--- config.mk ---
export PLATFORM = sky130hd
export DESIGN_NAME = led_show_sequencer
export DESIGN_NICKNAME = d
export VERILOG_FILES = /design/src/rtl/led_show_sequencer.sv
export SDC_FILE = /design/constraint.sdc
export NUM_CORES = 1
export LEC_CHECK = 0
export CAP_MARGIN = 20
export CELL_PAD_IN_SITES_DETAIL_PLACEMENT = 2
export CELL_PAD_IN_SITES_GLOBAL_PLACEMENT = 2
export CORE_MARGIN = 8
export CORE_UTILIZATION = 41
export DETAILED_ROUTE_END_ITERATION = 10
export PLACE_DENSITY_LB_ADDON = 0.1
export SETUP_SLACK_MARGIN = 0.15
export SLEW_MARGIN = 20
export SYNTH_ARGS = -nofsm -noshare
export SYNTH_HDL_FRONTEND = slang
export SYNTH_SLANG_ARGS = --single-unit
--- constraint.sdc ---
create_clock -name clk -period 5 [get_ports clk]
set_clock_uncertainty 0.1 [all_clocks]
set_input_delay 0.5 -clock clk [delete_from_list [all_inputs] [get_ports clk]]
set_output_delay 0.5 -clock clk [all_outputs]
set_load 0.01 [all_outputs]
--- src/rtl/led_show_sequencer.sv ---
// led_show_sequencer: run-time controller for the LED shifter and clock divider.
// Debounces the start/stop and speed buttons, runs an IDLE/RUN/PAUSE/DONE
// state machine and auto-sequences the shifter through its four modes.
module led_show_sequencer #(
  parameter int STEP_TICKS = 16,
  parameter int LOOPS      = 3,
  parameter int DEB_CYCLES = 50000,
  parameter int LOOP_W     = 4
) (
  input  logic              clk,
  input  logic              reset,
  input  logic              tick,
  input  logic              ss,
  input  logic              S,
  input  logic              auto_en,
  input  logic [1:0]        mode_man,
  output logic [1:0]        mode,
  output logic              shift_en,
  output logic              speed_sel,
  output logic              running,
  output logic              done,
  output logic [LOOP_W-1:0] loop_cnt
);

  localparam int STEP_W = (STEP_TICKS > 1) ? $clog2(STEP_TICKS) : 1;
  localparam int DEB_W  = $clog2(DEB_CYCLES + 1);
  // A loop limit that cannot be represented in loop_cnt can never be reached.
  localparam bit LOOP_LIMITED = (LOOPS != 0) && (LOOPS < (1 << LOOP_W));

  typedef enum logic [1:0] {
    ST_IDLE  = 2'd0,
    ST_RUN   = 2'd1,
    ST_PAUSE = 2'd2,
    ST_DONE  = 2'd3
  } state_t;

  // Bit 0 is start/stop, bit 1 is speed.
  logic [1:0] btn_raw;
  logic [1:0] press;

  assign btn_raw = {S, ss};

  genvar gi;
  generate
    for (gi = 0; gi < 2; gi++) begin : g_btn
      logic             sync1_q;
      logic             sync2_q;
      logic             acc_q;
      logic [DEB_W-1:0] cnt_q;
      logic             accept;

      // The level is accepted on the DEB_CYCLES-th consecutive clk it differs.
      assign accept   = (sync2_q != acc_q) && (cnt_q == DEB_W'(DEB_CYCLES - 1));
      assign press[gi] = accept && sync2_q;

      // Two-flop synchroniser followed by a restart-on-bounce debounce counter.
      always_ff @(posedge clk or negedge reset) begin
        if (!reset) begin
          sync1_q <= 1'b0;
          sync2_q <= 1'b0;
          acc_q   <= 1'b0;
          cnt_q   <= '0;
        end else begin
          sync1_q <= btn_raw[gi];
          sync2_q <= sync1_q;
          if (sync2_q != acc_q) begin
            if (accept) begin
              acc_q <= sync2_q;
              cnt_q <= '0;
            end else begin
              cnt_q <= cnt_q + 1'b1;
            end
          end else begin
            cnt_q <= '0;
          end
        end
      end
    end
  endgenerate

  state_t            state_q, state_d;
  logic [STEP_W-1:0] step_q, step_d;
  logic [1:0]        mode_q, mode_d;
  logic [LOOP_W-1:0] loop_q, loop_d;
  logic              shift_en_q, shift_en_d;
  logic              speed_q, speed_d;
  logic              running_q, done_q;
  logic [LOOP_W-1:0] loop_inc;

  // Saturating pass counter increment.
  assign loop_inc = (loop_q == {LOOP_W{1'b1}}) ? loop_q : loop_q + 1'b1;

  // State register plus registered decodes of the next state.
  always_ff @(posedge clk or negedge reset) begin
    if (!reset) begin
      state_q    <= ST_IDLE;
      step_q     <= '0;
      mode_q     <= 2'd0;
      loop_q     <= '0;
      shift_en_q <= 1'b0;
      speed_q    <= 1'b0;
      running_q  <= 1'b0;
      done_q     <= 1'b0;
    end else begin
      state_q    <= state_d;
      step_q     <= step_d;
      mode_q     <= mode_d;
      loop_q     <= loop_d;
      shift_en_q <= shift_en_d;
      speed_q    <= speed_d;
      running_q  <= (state_d == ST_RUN);
      done_q     <= (state_d == ST_DONE);
    end
  end

  // Next-state logic: button presses, tick handling and mode sequencing.
  always_comb begin
    state_d    = state_q;
    step_d     = step_q;
    mode_d     = mode_q;
    loop_d     = loop_q;
    shift_en_d = 1'b0;
    speed_d    = speed_q;

    if (press[1]) begin
      speed_d = ~speed_q;
    end

    case (state_q)
      ST_IDLE: begin
        if (press[0]) begin
          state_d = ST_RUN;
          step_d  = '0;
          loop_d  = '0;
          mode_d  = auto_en ? 2'd0 : mode_man;
        end
      end
      ST_RUN: begin
        if (!auto_en) begin
          mode_d = mode_man;
        end
        if (press[0]) begin
          // A press beats a coincident tick: the tick is dropped.
          state_d = ST_PAUSE;
        end else if (tick) begin
          shift_en_d = 1'b1;
          if (step_q == STEP_W'(STEP_TICKS - 1)) begin
            step_d = '0;
            if (auto_en) begin
              if (mode_q == 2'd3) begin
                mode_d = 2'd0;
                loop_d = loop_inc;
                if (LOOP_LIMITED && (loop_inc == LOOP_W'(LOOPS))) begin
                  state_d    = ST_DONE;
                  shift_en_d = 1'b0;
                end
              end else begin
                mode_d = mode_q + 2'd1;
              end
            end
          end else begin
            step_d = step_q + 1'b1;
          end
        end
      end
      ST_PAUSE: begin
        if (!auto_en) begin
          mode_d = mode_man;
        end
        if (press[0]) begin
          state_d = ST_RUN;
        end
      end
      ST_DONE: begin
        if (press[0]) begin
          state_d = ST_IDLE;
          mode_d  = 2'd0;
        end
      end
      default: begin
        state_d = ST_IDLE;
      end
    endcase
  end

  assign mode      = mode_q;
  assign shift_en  = shift_en_q;
  assign speed_sel = speed_q;
  assign running   = running_q;
  assign done      = done_q;
  assign loop_cnt  = loop_q;

endmodule

==> impl.org <==
** Outcome
- The run finished with clean final reports.

** Synth
- During synthesis, Yosys emitted a total of 0 warnings.
- Net Count, Synth :: slightly above 300
- Async set or reset register ratio after synthesis :: 1.00
- By area the synthesized netlist is led by dfrtp_1 (48%), xor2_1 (5.6%), nor2_1 (4.9%).
- Sequential share of the synthesized area :: 0.477
- Average cell area after synthesis :: 9.74 µm²
- By instance count, the leading cell after synthesis is dfrtp_1.
- Counting flops with a built-in enable in the synthesized netlist gives 0.
- Commonest register cell after synthesis :: dfrtp_1
- The commonest cells after synthesis are dfrtp_1 (54), nor2_1 (37), nand2_1 (19).
- Unique masters post-synth :: 55
- Synthesized netlist cell count :: 291
- Flip-flop and latch count after synthesis :: 54
- Area share of the leading cell type in the synthesized netlist :: 0.477
- Area of the mapped netlist :: about 2800 µm²
- Cell type contributing the most total cell area after synthesis :: dfrtp_1

** Power and ir drop
- For this design the ratio of total power to cell area is approximately 250 nW/µm².
- Clock network fraction of total power :: 0.380
- Internal Power :: 0.611 mW
- Switching part of the total power :: 0.234
- Sequential fraction of design power :: 0.565
- Overall power consumption after layout is estimated at 0.797 mW.
- Net switching power :: roughly 0.19 mW
- LEAKAGE :: between 1 and 1.5 nW
- Worst IR Drop VDD :: approximately 0.00014 V
- The share of total power dissipated in combinational logic is 0.055.

** STA
- Fin. max-slew vios :: 0
- Achievable clock frequency :: about 370 MHz
- Finish-stage setup viols :: 0
- The final count of hold timing violations was 0.
- Slew @ Worst Pin :: 0.752 ns
- Setup repair after global routing left no endpoint under its margin.
- In the finished design, the share of the clock period the worst path needs comes to 0.546.
- Setup slack on the critical path of the routed design comes to 2.27 ns.
- Final hold analysis gives a worst-case slack of roughly 0.21 ns.
- The worst path in the final design needs a cycle of 2.73 ns, including I/O delays and setup.
- The worst pin sits at a relative slew slack of 0.497.
- Summed over all failing endpoints, the final setup total negative slack is 0 ns.

** Routing
- In this run the remaining antenna-violating nets after routing total 0.
- For this run, the detailed router's first-pass iteration total came to 4.
- Total wire length after detailed routing :: ~7100 µm
- After detailed routing, the number of remaining DRC violations is 0.
- The routed layout has about 2,200 vias.
- In the final routed layout, each cell accounts on average for 18.4 µm.
- DRC violation total after the first TritonRoute iteration :: 74
- In the routed layout, each cell is associated on average with a via count of roughly 5.7.

** Clock tree
- Buffers added to address setup during post-CTS repair amount to 0.
- After clock tree synthesis, the repair step resized 0 gates.
- Number of hold buffers added after CTS :: 0
- TritonCTS built the clock tree.
- Clock sink count :: 54
- CTS built an H-tree with a depth of 2.
- Clock insertion delay at the later pin of the skew report :: between 0.3 and 0.4 ns
- Counting along the longest clock path gives a buffer depth of 2.
- Clock buffer count from CTS :: 5
- Cell chosen for the clock root :: clkbuf_8
- After clock tree synthesis, the clock-pin slew on the worst setup and hold paths is 0.10 ns.

** Worst hold path
- Type of the most critical hold path :: in2async

** Placement
- At the end of routability-driven placement, the weighted congestion stood at between 0.8 and 0.9.
- Prior to clock tree synthesis, the placed netlist has a worst setup slack of ~2.3 ns.
- Summed over all nets, the half-perimeter wirelength after detailed placement is 5090 µm.
- Number of port buffers :: 17
- Placed cell count :: around 380

** Global routing
- Met2 Use GR :: 0.274
- After global routing the overflow that remains totals 0.
- Global-route wire length before repair :: 12,400 µm
- Met3 Usage GRT :: 0.0286
- Total track usage :: 0.155
- Grt peak-use layer :: met2
- The initial antenna violation count is 0.
- In the global route stage, met1 resource usage came out at 0.191.
- Largest net degree at the start of global routing :: 55
- The number of global-route vias before repair was roughly 2,500.

** Layout
- Number of non-filler instances in the completed layout :: about 380
- Layout cells sized above 1 :: 0.0625
- Synthesis-to-finish area growth :: 10.5%
- Antenna diodes :: 0
- In the final design database the tool counted between 300 and 400 nets.

** Die
- Core ar. :: around 6800 µm²
- Die area :: 9830 µm²
- Die boundary height :: 99.2 µm
- Initial standard-cell utilization of the core :: 0.420
- After floorplanning, the core was divided into 30 placement rows.
- The die is 99.2 µm wide.
- I/O pin count :: 18

** Setup path
- CP Data Required Time :: between 5 and 6 ns
- Along the worst path, the maximum fanout reaches 11.
- Category of the worst setup path capture point :: flip-flop
- STA classifies the critical path startpoint as a flip-flop.
- The worst setup path is of the reg2reg kind.
- Crit path DAT :: 2.85 ns

** Job
- Count of maximum capacitance violations :: 0
## cell type report
| type | instances | area, µm² |
|---|---|---|
| Fill cell | 743 | 3620 |
| Multi-Input combinational cell | 213 | 1360 |
| Sequential cell | 54 | 1350 |
| Timing Repair Buffer | 18 | 173 |
| Tap cell | 80 | 100 |
| Clock buffer | 5 | 68.8 |
| Clock inverter | 3 | 43.8 |
| Inverter | 11 | 41.3 |
## critical path: stages, from the launching register on
cell and delay, ns:
dfrtp_1 0.43, nor4bb_1 0.43, nand4_1 0.48, nor2_1 0.75
o311ai_0 0.25, a211oi_1 0.21
## power by group through the flow
stage	combinational, mW	sequential (mW)	clock [mW]
after CTS	0.0459	0.451	0.313
after global routing	0.0511	0.452	0.327
final	0.0439	0.450	0.303
after detailed placement	0.0457	0.459	0
after global placement	0.0450	0.459	0
after floorplan	0.0246	0.458	0
## through the flow
step,util,cell area (µm²)
finish,0.464,3130
global route,0.464,3130
CTS,0.464,3130
detailed placement,0.447,3020
global placement,0.447,3020
floorplan,-,2840
## registers in the layout, summed over array words and instances (netlist names)
name	flops
loop_cnt	4
shift_en	1
speed_sel	1
done	1
mode	2
step_q	4
running	1
state_q	2
g_btn.acc_q	2
g_btn.cnt_q	32
g_btn.sync1_q	2
g_btn.sync2_q	2
## cells by family after synthesis
family	count (synthesis)	synth area share
buffers and inverters	24	0.0450
xor gates and xnor gates	30	0.0927
AOI/OAI and AO/OA	55	0.133
muxes	1	0.00353
and+or+nand+nor	122	0.227
DFF	54	0.477
adders and majority gates	5	0.0221
## final timing paths
kind                                    start            endpoint  slack (ns)  cells after the start
min                                     reset   g_btn[0].cnt_q[1]        0.21                      2
min in group clk             g_btn[1].sync1_q    g_btn[1].sync2_q        0.26                      0
max                        g_btn[0].cnt_q[12]             mode[1]        2.27                      5
min reg2reg                  g_btn[1].sync1_q    g_btn[1].sync2_q        0.26                      0
max reg2reg                g_btn[0].cnt_q[12]             mode[1]        2.27                      5
max in group asynchronous               reset  g_btn[1].cnt_q[10]        4.13                      2
## cell usage in the layout (no fill, tap or decap), drive strengths merged, types with 3 or more instances in the layout
cell / count
nor2: 37
and2: 3
clkbuf: 5
nand3: 15
nor4: 5
xor2: 18
o21ai: 13
or2: 4
xnor2: 12
nand4: 12
nand2: 19
o22ai: 4
a211oi: 4
o31ai: 3
inv: 12
and3: 6
clkdlybuf4s50: 16
a21oi: 10
nand2b: 4
and4: 3
ha: 5
o211ai: 3
nor3: 3
dfrtp: 54
## per-layer routing
metal | share of wire | vias to the layer above
li1 | - | 1054
met1 | 0.45 | 1118
met2 | 0.52 | 15
met3 | 0.017 | 6
met4 | 0.0079 | 0
met5 | 0 | -
Power figures use the tool's default switching activity.
